[config.mk]
export PLATFORM = sky130hd
export DESIGN_NAME = sprite_datapath
export DESIGN_NICKNAME = d
export VERILOG_FILES = /design/src/rtl/sprite_pkg.sv /design/src/rtl/sprite_datapath_pixel_sweep_counter.sv /design/src/rtl/sprite_datapath.sv
export SDC_FILE = /design/constraint.sdc
export NUM_CORES = 1
export LEC_CHECK = 0
export CORE_ASPECT_RATIO = 1.2
export CORE_MARGIN = 10
export CORE_UTILIZATION = 25
export DETAILED_ROUTE_END_ITERATION = 8
export PLACE_DENSITY = 0.42
export SYNTH_ARGS = -nofsm -noshare
export SYNTH_HDL_FRONTEND = slang
export SYNTH_HIERARCHICAL = 1
export SYNTH_SLANG_ARGS = --single-unit
[constraint.sdc]
create_clock -name clk -period 3.2 [get_ports clk]
set_clock_uncertainty 0.15 [all_clocks]
set_input_delay 0.32 -clock clk [delete_from_list [all_inputs] [get_ports clk]]
set_output_delay 0.32 -clock clk [all_outputs]
set_load 0.02 [all_outputs]
[src/rtl/sprite_pkg.sv]
// rtl/sprite_pkg.sv - sprite geometry, colours and op encodings shared with the game FSM
package sprite_pkg;

  localparam int SCREEN_W = 160;
  localparam int SCREEN_H = 120;
  localparam int BOX_W    = 10;
  localparam int BOX_H    = 25;
  localparam int START_X  = 75;
  localparam int START_Y  = 0;
  localparam int STEP_X   = 2;

  localparam int CX_W = $clog2(BOX_W);
  localparam int CY_W = $clog2(BOX_H);

  localparam logic [2:0] FG_COLOUR   = 3'b010;
  localparam logic [2:0] BG_COLOUR   = 3'b000;
  localparam logic [2:0] OVER_COLOUR = 3'b100;

  localparam logic [1:0] OP_DRAW  = 2'b00;
  localparam logic [1:0] OP_ERASE = 2'b01;
  localparam logic [1:0] OP_OVER  = 2'b10;

  // Pending horizontal move, two's complement -1/0/+1
  localparam logic [1:0] PEND_NONE  = 2'b00;
  localparam logic [1:0] PEND_RIGHT = 2'b01;
  localparam logic [1:0] PEND_LEFT  = 2'b11;

  function automatic logic [2:0] op_colour(input logic [1:0] op, input logic odd);
    case (op)
      OP_DRAW: return odd ? ~FG_COLOUR : FG_COLOUR;
      OP_OVER: return OVER_COLOUR;
      default: return BG_COLOUR;
    endcase
  endfunction

endpackage

[src/rtl/sprite_datapath_pixel_sweep_counter.sv]
// rtl/sprite_datapath_pixel_sweep_counter.sv - raster cx/cy counter over a W x H box
module pixel_sweep_counter #(
  parameter int W   = 10,
  parameter int H   = 25,
  parameter int CXW = $clog2(W),
  parameter int CYW = $clog2(H)
) (
  input  logic           clk,
  input  logic           rst_n,
  input  logic           clear,
  input  logic           en,
  output logic [CXW-1:0] cx,
  output logic [CYW-1:0] cy,
  output logic           last
);

  localparam logic [CXW-1:0] CX_MAX = CXW'(W - 1);
  localparam logic [CYW-1:0] CY_MAX = CYW'(H - 1);

  logic [CXW-1:0] cx_q, cx_d;
  logic [CYW-1:0] cy_q, cy_d;

  always_comb begin
    cx_d = cx_q;
    cy_d = cy_q;
    if (clear) begin
      cx_d = '0;
      cy_d = '0;
    end else if (en) begin
      if (cx_q == CX_MAX) begin
        cx_d = '0;
        cy_d = (cy_q == CY_MAX) ? '0 : cy_q + 1'b1;
      end else begin
        cx_d = cx_q + 1'b1;
      end
    end
  end

  always_ff @(posedge clk or negedge rst_n) begin
    if (!rst_n) begin
      cx_q <= '0;
      cy_q <= '0;
    end else begin
      cx_q <= cx_d;
      cy_q <= cy_d;
    end
  end

  assign cx   = cx_q;
  assign cy   = cy_q;
  assign last = (cx_q == CX_MAX) && (cy_q == CY_MAX);

endmodule

[src/rtl/sprite_datapath.sv]
// rtl/sprite_datapath.sv - sprite position owner and box sweeper feeding the VGA adapter
// Optional SPRITE_CHECKER_EN: draw op uses a checkerboard of FG_COLOUR and its inverse.
module sprite_datapath
  import sprite_pkg::*;
(
  input  logic       clk,
  input  logic       reset_n,
  input  logic       soft_reset_n,
  input  logic       move_en,
  input  logic       key_left,
  input  logic       key_right,
  input  logic       load_coord,
  input  logic       datapath_en,
  input  logic       plot_in,
  input  logic [1:0] op,
  output logic [7:0] x,
  output logic [6:0] y,
  output logic [2:0] colour,
  output logic       vga_plot,
  output logic       sweep_done,
  output logic       touch_edge
);

  localparam logic [7:0]        MAX_X = 8'(SCREEN_W - BOX_W);
  localparam logic [6:0]        MAX_Y = 7'(SCREEN_H - BOX_H);
  localparam logic signed [8:0] STEP9 = 9'(STEP_X);

  logic [7:0] pos_x_q, pos_x_d;
  logic [6:0] pos_y_q, pos_y_d;
  logic [1:0] pend_dx_q, pend_dx_d;
  logic [7:0] x_q, x_d;
  logic [6:0] y_q, y_d;
  logic [2:0] colour_q, colour_d;
  logic       plot_q, plot_d;
  logic       done_q, done_d;

  logic [CX_W-1:0]  cx;
  logic [CY_W-1:0]  cy;
  logic             last;
  logic             cnt_clear, cnt_en, chk_odd;
  logic signed [8:0] nx;

  assign cnt_clear = ~soft_reset_n | load_coord;
  assign cnt_en    = soft_reset_n & ~load_coord & datapath_en;

  pixel_sweep_counter #(.W(BOX_W), .H(BOX_H)) u_sweep (
    .clk   (clk),
    .rst_n (reset_n),
    .clear (cnt_clear),
    .en    (cnt_en),
    .cx    (cx),
    .cy    (cy),
    .last  (last)
  );

`ifdef SPRITE_CHECKER_EN
  assign chk_odd = cx[0] ^ cy[0];
`else
  assign chk_odd = 1'b0;
`endif

  // Signed so a left step from x<STEP_X goes negative and clamps to 0
  always_comb begin
    nx = $signed({1'b0, pos_x_q});
    if (pend_dx_q == PEND_RIGHT)     nx = nx + STEP9;
    else if (pend_dx_q == PEND_LEFT) nx = nx - STEP9;
  end

  always_comb begin
    pos_x_d   = pos_x_q;
    pos_y_d   = pos_y_q;
    pend_dx_d = pend_dx_q;
    x_d       = x_q;
    y_d       = y_q;
    colour_d  = colour_q;
    plot_d    = 1'b0;
    done_d    = 1'b0;
    if (!soft_reset_n) begin
      pos_x_d   = 8'(START_X);
      pos_y_d   = 7'(START_Y);
      pend_dx_d = PEND_NONE;
      x_d       = '0;
      y_d       = '0;
      colour_d  = '0;
    end else if (load_coord) begin
      if (nx < 9'sd0)                      pos_x_d = '0;
      else if (nx > $signed({1'b0, MAX_X})) pos_x_d = MAX_X;
      else                                 pos_x_d = nx[7:0];
      pos_y_d   = (pos_y_q == MAX_Y) ? pos_y_q : pos_y_q + 7'd1;
      pend_dx_d = PEND_NONE;
    end else begin
      if (move_en) begin
        if (key_left && !key_right)      pend_dx_d = PEND_LEFT;
        else if (key_right && !key_left) pend_dx_d = PEND_RIGHT;
      end
      if (datapath_en) begin
        x_d      = pos_x_q + 8'(cx);
        y_d      = pos_y_q + 7'(cy);
        colour_d = op_colour(op, chk_odd);
        plot_d   = plot_in;
        done_d   = last;
      end
    end
  end

  always_ff @(posedge clk or negedge reset_n) begin
    if (!reset_n) begin
      pos_x_q   <= 8'(START_X);
      pos_y_q   <= 7'(START_Y);
      pend_dx_q <= PEND_NONE;
      x_q       <= '0;
      y_q       <= '0;
      colour_q  <= '0;
      plot_q    <= 1'b0;
      done_q    <= 1'b0;
    end else begin
      pos_x_q   <= pos_x_d;
      pos_y_q   <= pos_y_d;
      pend_dx_q <= pend_dx_d;
      x_q       <= x_d;
      y_q       <= y_d;
      colour_q  <= colour_d;
      plot_q    <= plot_d;
      done_q    <= done_d;
    end
  end

  assign x          = x_q;
  assign y          = y_q;
  assign colour     = colour_q;
  assign vga_plot   = plot_q;
  assign sweep_done = done_q;
  assign touch_edge = (pos_y_q == MAX_Y);

endmodule

Word-level counts from Yosys, hierarchy flattened

Cells that the tools add are included.

Bits in registers: 46

Add/sub/neg operators: 7
Eq/ne operators: 12
Multiplexer cells: 37
Bitwise operators: 5
Magnitude comparators: 2
Reduce and logical (&&, ||, !) cells: 12

Operators with widths:

| kind                                                  | number |
|---|---|
| two-way mux 8 bit                                     | 7 |
| two-way mux 7 bit                                     | 6 |
| two-way mux 5 bit                                     | 4 |
| two-way mux 9 bit                                     | 2 |
| two-way mux 4 bit                                     | 3 |
| two-way mux 2 bit                                     | 5 |
| adder 8 x 2 -> 9 bit, second input constant           | 1 |
| > comparator 9 bit, second input constant             | 1 |
| < comparator 9 x 1 -> 1 bit, second input constant    | 1 |
| two-way mux 3 bit                                     | 3 |
| subtractor 8 x 2 -> 9 bit, second input constant      | 1 |
| adder 8 x 4 -> 8 bit                                  | 1 |
| AND reduction 2 bit                                   | 4 |
| adder 7 x 1 -> 7 bit, second input constant           | 1 |
| adder 7 x 5 -> 7 bit                                  | 1 |
| == test 7 bit, second input constant                  | 1 |
| two-way mux 1 bit                                     | 6 |
| one-hot mux 3 bit (2 select lines)                    | 1 |
| adder 5 x 1 -> 5 bit, second input constant           | 1 |
| == test 5 bit, second input constant                  | 1 |
| adder 4 x 1 -> 4 bit, second input constant           | 1 |
| == test 2 bit, second input constant                  | 2 |
| == test 4 bit, second input constant                  | 1 |
| inequality test 2 x 1 -> 1 bit, second input constant | 2 |
| other kinds (11)                                      | 18 |

Depth between registers and ports, before layout

Gate-level depths: netlist of the first run.

Depth in word-level cells: 8
Depth in mapped cells: 8
Gate-level depth less buffers: 8

By module

Netlist of the first run, hierarchy kept.

By module, submodules not included:

| module              | times used | area an instance (um^2) | cells each | sequential area each (um^2) |
|---|---|---|---|---|
| sprite_datapath     | 1          | 2,279.7                 | 224        | 905.9 |
| pixel_sweep_counter | 1          | 544.3                   | 54         | 225.2 |

Least setup slack after synthesis of the first run

No wires, ideal clock.

Path kind: register to register
Start point: register pos_x_q[1]
End point: register pos_x_q[5]
Clock period less this slack: 2,249 ps
Data arrival time: 1,995 ps
Library setup time: 104 ps
Slack: 951 ps
Path buffers: 0
Stages on the path, launching flop included: 9
Cell sequence: dfstp_2 inv_1 ha_1 mux2_4 nor3b_1 nor3_1 o211ai_2 and2_4 o41ai_2

Cells in the longest elaborated chain, start to end: 8

Ends and longest elaborated chain:

| element                   | line                   | source |
|---|---|---|
| start, declared           | sprite_datapath.sv:28  | `logic [7:0] pos_x_q, pos_x_d;` |
| start signal, assigned    | sprite_datapath.sv:108 | `pos_x_q <= 8'(START_X);` |
| start signal, assigned    | sprite_datapath.sv:117 | `pos_x_q <= pos_x_d;` |
| subtractor 8 x 2 -> 9 bit | sprite_datapath.sv:66  | `else if (pend_dx_q == PEND_LEFT) nx = nx - STEP9;` |
| two-way mux 9 bit         | sprite_datapath.sv:66  |  |
| two-way mux 9 bit (*)     | sprite_datapath.sv:65  | `if (pend_dx_q == PEND_RIGHT) nx = nx + STEP9;` |
| > comparator 9 bit        | sprite_datapath.sv:87  | `else if (nx > $signed({1'b0, MAX_X})) pos_x_d = MAX_X;` |
| two-way mux 8 bit         | sprite_datapath.sv:87  |  |
| two-way mux 8 bit (*)     | sprite_datapath.sv:86  | `if (nx < 9'sd0) pos_x_d = '0;` |
| two-way mux 8 bit (*)     | sprite_datapath.sv:85  | `end else if (load_coord) begin` |
| two-way mux 8 bit (*)     | sprite_datapath.sv:78  | `if (!soft_reset_n) begin` |

Mark *: on every way between the ends. The rest lies on a longest branch, timed or not. The select of a mux whose other input is x is not followed.
A chain may end at the register's enable or synchronous reset.

Final worst setup path of the first run

Same ends and word-level chain as after synthesis.

==> out/qor.json, run 1 <==
{
  "drive_gt1_frac": 0.106,
  "final_common_cell": "sky130_fd_sc_hd__dfrtp_1",
  "detail-route-antenna-nets": 0,
  "initial_antenna_violation_count": 0,
  "share_seq_of_total_power": 0.483,
  "finalSetupViolations": 0,
  "finalPower_mw": 1.25,
  "rows": 42,
  "final-max-slew-violation-count": 0,
  "ctsHtreeMaxLevel": 2,
  "main_flop_type_after_synthesis": "sky130_fd_sc_hd__dfrtp_1",
  "detailedPlacementHpwl_um": 5360,
  "grt.total_usage": 0.0961,
  "setup.worst_path.end_class": "flip-flop",
  "dr_total_vias": 2126,
  "comb_power_share": 0.098,
  "globalRouteOverflowTotal": 0,
  "cp-start-kind": "flip-flop",
  "fmaxAchievable_mhz": 415,
  "cts.clk_slew.worst_paths_ns": 0.06,
  "worstPathRequired_ns": 3.22,
  "holdCritPathClass": "reg -> reg",
  "power.density_cell_area_nw_per_um2": 368,
  "syn_to_final_growth_pct": 20.0,
  "floorplan.die.width_um": 117,
  "clockPowerShare": 0.419,
  "min_path_cells": 2,
  "grt_first_pass_wirelength_um": 12100,
  "worst_slew_margin_rel": 0.608,
  "cap_violations": 0,
  "finalCriticalPeriod_ns": 2.41,
  "total_internal_power_mw": 0.946,
  "syn_area_per_cell_um2": 10.2,
  "hold_path_startpoint": "x[5]",
  "hold_end": "x[5]",
  "swShare": 0.242,
  "syn_inst": 278,
  "timing.rr.start": "pos_x_q[1]",
  "nNetsFinal": 340,
  "yosysUniqueCellTypes": 63,
  "io_pins": 32,
  "p_leak_nw": 1.48,
  "placement.cell_area_um2": 3230,
  "placed_cells_incl_taps": 434,
  "most-common-layout-cells": "sky130_fd_sc_hd__dfrtp_1, sky130_fd_sc_hd__clkdlybuf4s50_1, sky130_fd_sc_hd__o21ai_0",
  "route.final.wire_length_um": 7160,
  "route.detailed.wl_per_inst_um": 16.2,
  "fin_setup_tns_ns": 0,
  "vdd_ir_drop_max_mv": 0.184,
  "netSwitchingPower_mw": 0.301,
  "clk-insertion-delay-late_ns": 0.28,
  "cts_tree": "done",
  "coreArea_um2": 11000,
  "final-hold-violation-count": 0,
  "grt_pass1_vias": 2268,
  "clockRootBuffer": "sky130_fd_sc_hd__clkbuf_16",
  "rsz_0062_raised_after_global_routing": "false",
  "port_buffers": 30,
  "design.die.area_um2": 16000,
  "grt_start_max_net_pins": 26,
  "cp-startpoint": "pos_x_q[1]",
  "yosys_warnings": 6,
  "chipHeight_um": 136,
  "timing_worst_slew_pin_value_ns": 0.588,
  "r2r_end": "pos_x_q[5]",
  "drt_iter0_drc": 93,
  "postSynthRegisterBits": 45,
  "syn-cell-area_um2": 2820,
  "detail_route.first_pass.iterations": 4,
  "cts.sink_count": 45,
  "floorplan.initialDensity": 0.256,
  "ctsLongestPathBuffers": 2,
  "timing_worst_setup_path_type": "reg -> reg",
  "post-cts-setup-buffer-count": 0,
  "vias_per_cell": 4.80,
  "stdcell_area_um2": 3390,
  "period_share": 0.752,
  "synth-seq-area-share": 0.401,
  "ant_diodes": 0,
  "r2r_setup_slack_ns": 0.79,
  "hold_slack_ns": 0.335,
  "synth_edf_count": 0,
  "worst-r2r-cell-count": 8,
  "postSynth.asyncResetShare": 1.00,
  "status": "completed",
  "mapped_nets": 308,
  "detail_route.drc_violations": 0,
  "worstPathArrival_ns": 2.42,
  "cts_made_buffers": 5,
  "crit_path_max_fanout": 8,
  "place_congestion": 0.780,
  "final-instance-count-excl-fill": 443
}
## final cells by class
class | count | area [um2]
Fill cell | 1163 | 7650
Multi-Input combinational cell | 206 | 1540
Inverter | 16 | 60.1
Timing Repair Buffer | 36 | 343
Tap cell | 132 | 165
Sequential cell | 45 | 1130
Clock buffer | 8 | 146
## routing by layer
metal / vias up / GRT usage / wire (um)
met3: 6 / 0.0229 / 227
met5: - / 0 / 0
met2: 21 / 0.164 / 3670
met4: 0 / 0.0296 / 119
met1: 1048 / 0.115 / 3140
li1: 1051 / - / -
## worst max-delay path, cell delays in order, from the launching register on
cell and delay [ns]:
sky130_fd_sc_hd__dfstp_2 0.63, sky130_fd_sc_hd__inv_1 0.11, sky130_fd_sc_hd__ha_1 0.31, sky130_fd_sc_hd__xnor2_1 0.14
sky130_fd_sc_hd__a2111oi_0 0.43, sky130_fd_sc_hd__nor3_1 0.10, sky130_fd_sc_hd__o211ai_2 0.17, sky130_fd_sc_hd__and2_4 0.18
sky130_fd_sc_hd__o41ai_2 0.06
## repair_timing
action                     CTS  global route
setup endpoints to repair    0             0
gates resized for setup      0             0
hold endpoints to repair    21             0
hold buffers                 1             0
## synthesized netlist by cell type (all sizes together) (4+ instances only)
cell type   n  share of area
dfrtp      41           0.36
o21ai      24          0.047
nand2      21          0.028
nor2       21          0.029
ha         17          0.075
inv        16          0.021
a21oi      15          0.027
xor2       15          0.049
xnor2      10          0.040
buf         6          0.020
nand4       6          0.013
a21o        5          0.014
a22o        5          0.016
and2        5          0.012
clkbuf      5          0.012
nand3       5         0.0089
nand4b      5          0.021
dfstp       4          0.037
mux2i       4          0.014
nand3b      4          0.011
## how the worst max path moves through the flow
stage / slack, ns / endpoint / cells past startpoint
3_5_place_dp: 0.61 / u_sweep/cy[3] / 5
2_1_floorplan: 0.95 / pos_x_q[5] / 8
4_1_cts: 0.77 / pos_x_q[5] / 8
6_report: 0.79 / pos_x_q[5] / 8
3_3_place_gp: 0.65 / u_sweep/cy[3] / 7
5_1_grt: 0.64 / pos_x_q[5] / 8
## kinds of logic after synthesis
family	synth area share
AOI/OAI and AO/OA	0.167
xor gates and xnor gates	0.0895
adders and majority gates	0.0895
buffers and inverters	0.0532
DFF	0.401
muxes	0.0195
other	0.00133
and+or+nand+nor	0.180
## power groups by stage
stage	registers [mW]	clock network, mW	logic [mW]
floorplan	0.611	0	0.0671
global placement	0.613	0	0.125
detailed placement	0.613	0	0.125
CTS	0.602	0.547	0.127
global route	0.605	0.571	0.139
finish	0.602	0.522	0.123
## stage by stage
| step | worst slack, ns | utilization |
|---|---|---|
| CTS | 0.768 | 0.307 |
| floorplan | 0.951 | - |
| global placement | 0.647 | 0.293 |
| detailed placement | 0.608 | 0.293 |
| global route | 0.638 | 0.307 |
| finish | 0.793 | 0.307 |
## sequential cells by signal (all words and copies together), names as in the netlist
name,cells
pend_dx_q,2
u_sweep/cx,4
u_sweep/cy,5
vga_plot,1
sweep_done,1
colour,2
pos_y_q,7
x,8
y,7
pos_x_q,8
No activity file was read; power rests on OpenSTA's default activity.
==> run 2: changes to the inputs <==
--- a/config.mk
+++ b/config.mk
@@ -9,7 +9,7 @@
 export CORE_MARGIN = 10
 export CORE_UTILIZATION = 25
 export DETAILED_ROUTE_END_ITERATION = 8
-export PLACE_DENSITY = 0.42
+export PLACE_DENSITY = 0.43
 export SYNTH_ARGS = -nofsm -noshare
 export SYNTH_HDL_FRONTEND = slang
 export SYNTH_HIERARCHICAL = 1
==> constraint.sdc (replaced) <==
create_clock -name clk -period 2 [get_ports clk]
set_clock_uncertainty 0.15 [all_clocks]
set_input_delay 0.2 -clock clk [delete_from_list [all_inputs] [get_ports clk]]
set_output_delay 0.2 -clock clk [all_outputs]
set_load 0.02 [all_outputs]
==> run 2 against run 1 <==
Compared with the run above:
- the flow now finishes with violations (setup timing)
- highest routed layer unchanged
- critical path type unchanged
- power grew 79%
- sequential share of layout area decreased by 4.9 points
- sequential power up 59%
- register-to-register slack worse by 0.93 ns
==> out/qor.json, run 2 (same netlist as run 1, synthesis figures left out) <==
{
  "status": "finished with violations",
  "violations": "setup timing",
  "grt_start_max_net_pins": 25,
  "initial_antenna_violation_count": 0,
  "rows": 42,
  "drt_iter0_drc": 57,
  "ctsLongestPathBuffers": 2,
  "globalRouteOverflowTotal": 0,
  "cts.sink_count": 45,
  "cp-startpoint": "pos_x_q[1]",
  "ant_diodes": 0,
  "design.die.area_um2": 16000,
  "ctsHtreeMaxLevel": 2,
  "syn_to_final_growth_pct": 41.1,
  "worst-r2r-cell-count": 8,
  "grt_pass1_vias": 2578,
  "timing.rr.start": "pos_x_q[1]",
  "floorplan.initialDensity": 0.256,
  "nNetsFinal": 395,
  "stdcell_area_um2": 3980,
  "worstPathArrival_ns": 2.20,
  "r2r_end": "pos_x_q[0]",
  "cts.clk_slew.worst_paths_ns": 0.07,
  "rsz_0062_raised_after_global_routing": "true",
  "dr_total_vias": 2397,
  "placement.cell_area_um2": 3660,
  "worst_slew_margin_rel": 0.595,
  "clockRootBuffer": "sky130_fd_sc_hd__clkbuf_16",
  "clk-insertion-delay-late_ns": 0.29,
  "final_common_cell": "sky130_fd_sc_hd__buf_4",
  "p_leak_nw": 1.77,
  "floorplan.die.width_um": 117,
  "crit_path_max_fanout": 4,
  "detail_route.first_pass.iterations": 5,
  "grt_util_met1": 0.122,
  "postLayoutSetupSlackWorst_ns": -0.137,
  "final-max-slew-violation-count": 0,
  "detail-route-antenna-nets": 0,
  "gr-usage-met3": 0.0251,
  "setup.worst_path.end_class": "flip-flop",
  "period_share": 1.07,
  "final-hold-violation-count": 0,
  "io_pins": 32,
  "grt_first_pass_wirelength_um": 13200,
  "timing_worst_setup_path_type": "reg -> reg",
  "place_congestion": 0.853,
  "cp-start-kind": "flip-flop",
  "port_buffers": 30,
  "finalSetupViolations": 7,
  "most-common-layout-cells": "sky130_fd_sc_hd__buf_4, sky130_fd_sc_hd__dfrtp_1, sky130_fd_sc_hd__clkdlybuf4s50_1",
  "multi_input_comb_area_um2": 1670,
  "final_core_util": 0.361,
  "cap_violations": 0,
  "worstPathRequired_ns": 2.06,
  "global_route.usage.met2": 0.185,
  "timing_worst_slew_pin_value_ns": 0.608,
  "gr-max-usage-layer": "met2",
  "vias_per_cell": 4.81,
  "r2r_setup_slack_ns": -0.14,
  "detail_route.drc_violations": 0,
  "cts_tree": "done",
  "grt.total_usage": 0.106,
  "detailedPlacementHpwl_um": 6050,
  "vdd_ir_drop_max_mv": 0.309,
  "finalCriticalPeriod_ns": 2.14,
  "fmaxAchievable_mhz": 468,
  "chipHeight_um": 136,
  "route.final.wire_length_um": 7920,
  "drive_gt1_frac": 0.306,
  "cts_made_buffers": 5,
  "route.detailed.wl_per_inst_um": 15.9,
  "power.density_cell_area_nw_per_um2": 560,
  "coreArea_um2": 11000,
  "register_area_um2": 1130,
  "nFillCells": 1122,
  "holdCritPathClass": "in -> async",
  "finalPower_mw": 2.23
}
==> run 2: changes by cell type in the layout (fill, tap and decap cells not counted), sizes merged <==
| cell | before | now |
|---|---|---|
| clkbuf | 8 | 7 |
| buf | 6 | 61 |
| clkdlybuf4s50 | 29 | 28 |
| bufinv | 0 | 1 |
| clkinvlp | 0 | 1 |
==> run 2: per-stage QoR <==
step,setup TNS [ns],setup slack [ns],hold slack (ns),cells
after floorplan,-0.356,-0.132,-0.246,278
after global placement,-0.848,-0.131,0.0946,485
after detailed placement,-1.23,-0.185,0.107,485
after CTS,-0.441,-0.118,0.320,494
after global routing,-1.59,-0.209,0.324,498
final,-0.489,-0.137,0.294,498
==> run 2: repair_timing <==
action                                 in CTS  in global routing
buffers inserted                            0                  4
hold buffers                                1                  0
setup endpoints to repair                  12                 16
pin swaps                                   9                 16
gates resized for setup                    14                 21
endpoints found under the hold margin      17                  0
gates cloned                                0                  0
==> run 2: area by class of cell <==
| type | instances | area share |
|---|---|---|
| Clock inverter | 2 | 0.00942 |
| Inverter | 16 | 0.0151 |
| Clock buffer | 6 | 0.0349 |
| Tap cell | 132 | 0.0415 |
| Multi-Input combinational cell | 206 | 0.418 |
| Timing Repair Buffer | 91 | 0.197 |
| Sequential cell | 45 | 0.285 |
==> run 2: per-layer routing <==
layer  vias to the layer above  part of all wire
li1                       1167                 -
met1                      1180              0.43
met2                        39              0.52
met3                        11             0.036
met5                         -                 0
met4                         0             0.020
==> run 2: where the power goes <==
part / internal (mW) / total (mW) / switching, mW
Sequential: 0.932 / 0.955 / 0.0232
Combinational: 0.131 / 0.272 / 0.141
Clock: 0.625 / 1.01 / 0.381
Total: 1.69 / 2.23 / 0.545
==> run 2: worst max-delay path by stage <==
stage,endpoint,cells after the start,slack (ns)
after floorplan,pos_x_q[0],8,-0.13
after global placement,pos_x_q[0],8,-0.13
after detailed placement,pos_x_q[5],8,-0.19
after CTS,pos_x_q[0],8,-0.12
after global routing,pos_x_q[0],8,-0.21
final,pos_x_q[0],8,-0.14
==> run 2: critical path, cell delays in order, from the launching register on <==
cell and delay [ns]:
sky130_fd_sc_hd__dfstp_2 0.57, sky130_fd_sc_hd__inv_2 0.06, sky130_fd_sc_hd__ha_4 0.16, sky130_fd_sc_hd__and4bb_2 0.24, sky130_fd_sc_hd__o21ai_4 0.16, sky130_fd_sc_hd__xor2_2 0.20
sky130_fd_sc_hd__o211ai_2 0.12, sky130_fd_sc_hd__and2_4 0.19, sky130_fd_sc_hd__o31ai_2 0.20
==> run 3: changes to the inputs <==
--- a/config.mk
+++ b/config.mk
@@ -6,7 +6,6 @@
 export NUM_CORES = 1
 export LEC_CHECK = 0
 export CORE_ASPECT_RATIO = 1.2
-export CORE_MARGIN = 10
 export CORE_UTILIZATION = 25
 export DETAILED_ROUTE_END_ITERATION = 8
 export PLACE_DENSITY = 0.43
==> run 3 against run 2 <==
Compared with the run above:
- the run still ends with setup timing left
- wire length shrank 5.4%
- count of clock-buffer cells in the layout grew 2
- global-route usage up 3.1 points
- final area increased by 0.97%
- core utilization is 0.35 points higher
- critical path depth unchanged
- setup slack better by 0.065 ns
- critical path type unchanged
- largest power group is now registers
==> out/qor.json, run 3 (same netlist as run 1, synthesis figures left out) <==
{
  "status": "finished with violations",
  "violations": "setup timing",
  "detail_route.drc_violations": 0,
  "worst_slew_margin_rel": 0.615,
  "timing_worst_setup_path_type": "reg -> reg",
  "crit_path_max_fanout": 4,
  "stdcell_area_um2": 4020,
  "r2r_setup_slack_ns": -0.07,
  "ant_diodes": 0,
  "detail-route-antenna-nets": 0,
  "initial_antenna_violation_count": 0,
  "final-max-slew-violation-count": 0,
  "total_internal_power_mw": 1.57,
  "nNetsFinal": 401,
  "rsz_0062_raised_after_global_routing": "true",
  "ctsLongestPathBuffers": 2,
  "cts_made_buffers": 5,
  "vias_per_cell": 4.76,
  "comb_power_share": 0.137,
  "fmaxAchievable_mhz": 483,
  "p_leak_nw": 1.80,
  "worstPathArrival_ns": 2.12,
  "timing.rr.start": "pos_x_q[1]",
  "clockPowerShare": 0.409,
  "share_seq_of_total_power": 0.454,
  "floorplan.die.width_um": 99.0,
  "worstPathRequired_ns": 2.05,
  "dp_slack_ns": -0.211,
  "worst-r2r-cell-count": 8,
  "r2r_end": "pos_x_q[5]",
  "place_congestion": 0.767,
  "finalCriticalPeriod_ns": 2.07,
  "clk-insertion-delay-late_ns": 0.30,
  "finalSetupViolations": 7,
  "multi_input_comb_area_um2": 1690,
  "design.die.area_um2": 11700,
  "detailedPlacementHpwl_um": 5680,
  "register_area_um2": 1130,
  "drive_gt1_frac": 0.320,
  "chipHeight_um": 118,
  "clockRootBuffer": "sky130_fd_sc_hd__clkbuf_16",
  "most-common-layout-cells": "sky130_fd_sc_hd__buf_4, sky130_fd_sc_hd__dfrtp_1, sky130_fd_sc_hd__clkdlybuf4s50_1",
  "grt_first_pass_wirelength_um": 12400,
  "holdCritPathClass": "in -> async",
  "postLayoutSetupSlackWorst_ns": -0.0715,
  "io_pins": 32,
  "period_share": 1.04,
  "nFillCells": 1119,
  "coreArea_um2": 11000,
  "cts.clk_slew.worst_paths_ns": 0.06,
  "swShare": 0.252,
  "timing_worst_slew_pin_value_ns": 0.577,
  "cap_violations": 0,
  "final-hold-violation-count": 0,
  "route.final.wire_length_um": 7490,
  "dr_total_vias": 2398,
  "netSwitchingPower_mw": 0.530,
  "cts.sink_count": 45,
  "detail_route.first_pass.iterations": 4,
  "grt.total_usage": 0.137,
  "placement.cell_area_um2": 3690,
  "grt_start_max_net_pins": 25,
  "drt_iter0_drc": 83,
  "cts_tree": "done",
  "vdd_ir_drop_max_mv": 0.306,
  "port_buffers": 30,
  "syn_to_final_growth_pct": 42.4,
  "route.detailed.wl_per_inst_um": 14.9,
  "cp-start-kind": "flip-flop",
  "floorplan.initialDensity": 0.256,
  "power.density_cell_area_nw_per_um2": 523,
  "setup.worst_path.end_class": "flip-flop",
  "globalRouteOverflowTotal": 0,
  "rows": 42,
  "final_common_cell": "sky130_fd_sc_hd__buf_4",
  "ctsHtreeMaxLevel": 2,
  "grt_pass1_vias": 2539
}
## run 3: changes by cell type in the layout (fill, tap and decap cells not counted), moves of 2 or more
cell | before | now
sky130_fd_sc_hd__buf_4 | 56 | 61
sky130_fd_sc_hd__nor2_1 | 20 | 18
sky130_fd_sc_hd__nor2_2 | 1 | 3
sky130_fd_sc_hd__clkbuf_1 | 0 | 2
## run 3: through the flow
step / TNS (ns) / hold slack (ns) / utilization / cells / total power, mW
finish: -0.249 / 0.282 / 0.365 / 504 / 2.10
global route: -1.35 / 0.346 / 0.365 / 504 / 2.19
CTS: -0.460 / 0.318 / 0.355 / 500 / 2.11
detailed placement: -1.07 / 0.0948 / 0.334 / 489 / 1.23
global placement: -0.750 / 0.0822 / 0.334 / 489 / 1.23
floorplan: -0.356 / -0.246 / - / 278 / 1.09
## run 3: power by group through the flow
stage	Combinational (mW)	Sequential, mW	Clock [mW]
6_report	0.289	0.954	0.861
5_1_grt	0.317	0.957	0.914
4_1_cts	0.274	0.955	0.886
3_5_place_dp	0.261	0.971	0
3_3_place_gp	0.260	0.971	0
2_1_floorplan	0.109	0.978	0
## run 3: worst max-delay path by stage
stage                from    endpoint  slack [ns]  cells after the start
2_1_floorplan  pos_x_q[1]  pos_x_q[0]       -0.13                      8
6_report       pos_x_q[1]  pos_x_q[5]       -0.07                      8
4_1_cts        pos_x_q[1]  pos_x_q[5]       -0.13                      8
3_5_place_dp   pos_x_q[1]  pos_x_q[5]       -0.21                      8
5_1_grt        pos_x_q[1]  pos_x_q[5]       -0.17                      8
3_3_place_gp   pos_x_q[1]  pos_x_q[0]       -0.16                      8
## run 3: area by class of cell
type | instances | share of cell area
flip-flops and latches | 45 | 0.282
clock buffers | 8 | 0.0364
well taps | 132 | 0.0411
repair buffers | 97 | 0.207
inverters | 16 | 0.0149
multi-input cells | 206 | 0.419
## run 3: what timing repair did
item | CTS | global route
buffers inserted | 2 | 4
gates resized for setup | 19 | 24
hold endpoints to repair | 18 | 0
cloned | 0 | 0
pin swaps | 12 | 15
hold buffers | 1 | 0
endpoints found under the setup margin | 12 | 16
## run 3: layer usage
metal	vias to the layer above	GRT usage	part of all wire
li1	1171	-	-
met2	36	0.242	0.51
met4	0	0.0625	0.026
met5	-	0	0
met1	1179	0.161	0.43
met3	12	0.0225	0.025
## run 3: critical path, cell delays in order (launching register included)
cell                       delay (ns)
sky130_fd_sc_hd__dfstp_2         0.56
sky130_fd_sc_hd__inv_2           0.05
sky130_fd_sc_hd__ha_4            0.16
sky130_fd_sc_hd__and4bb_2        0.24
sky130_fd_sc_hd__o21ai_4         0.16
sky130_fd_sc_hd__xor2_2          0.18
sky130_fd_sc_hd__o211ai_2        0.11
sky130_fd_sc_hd__and2_4          0.18
sky130_fd_sc_hd__o41ai_2         0.18
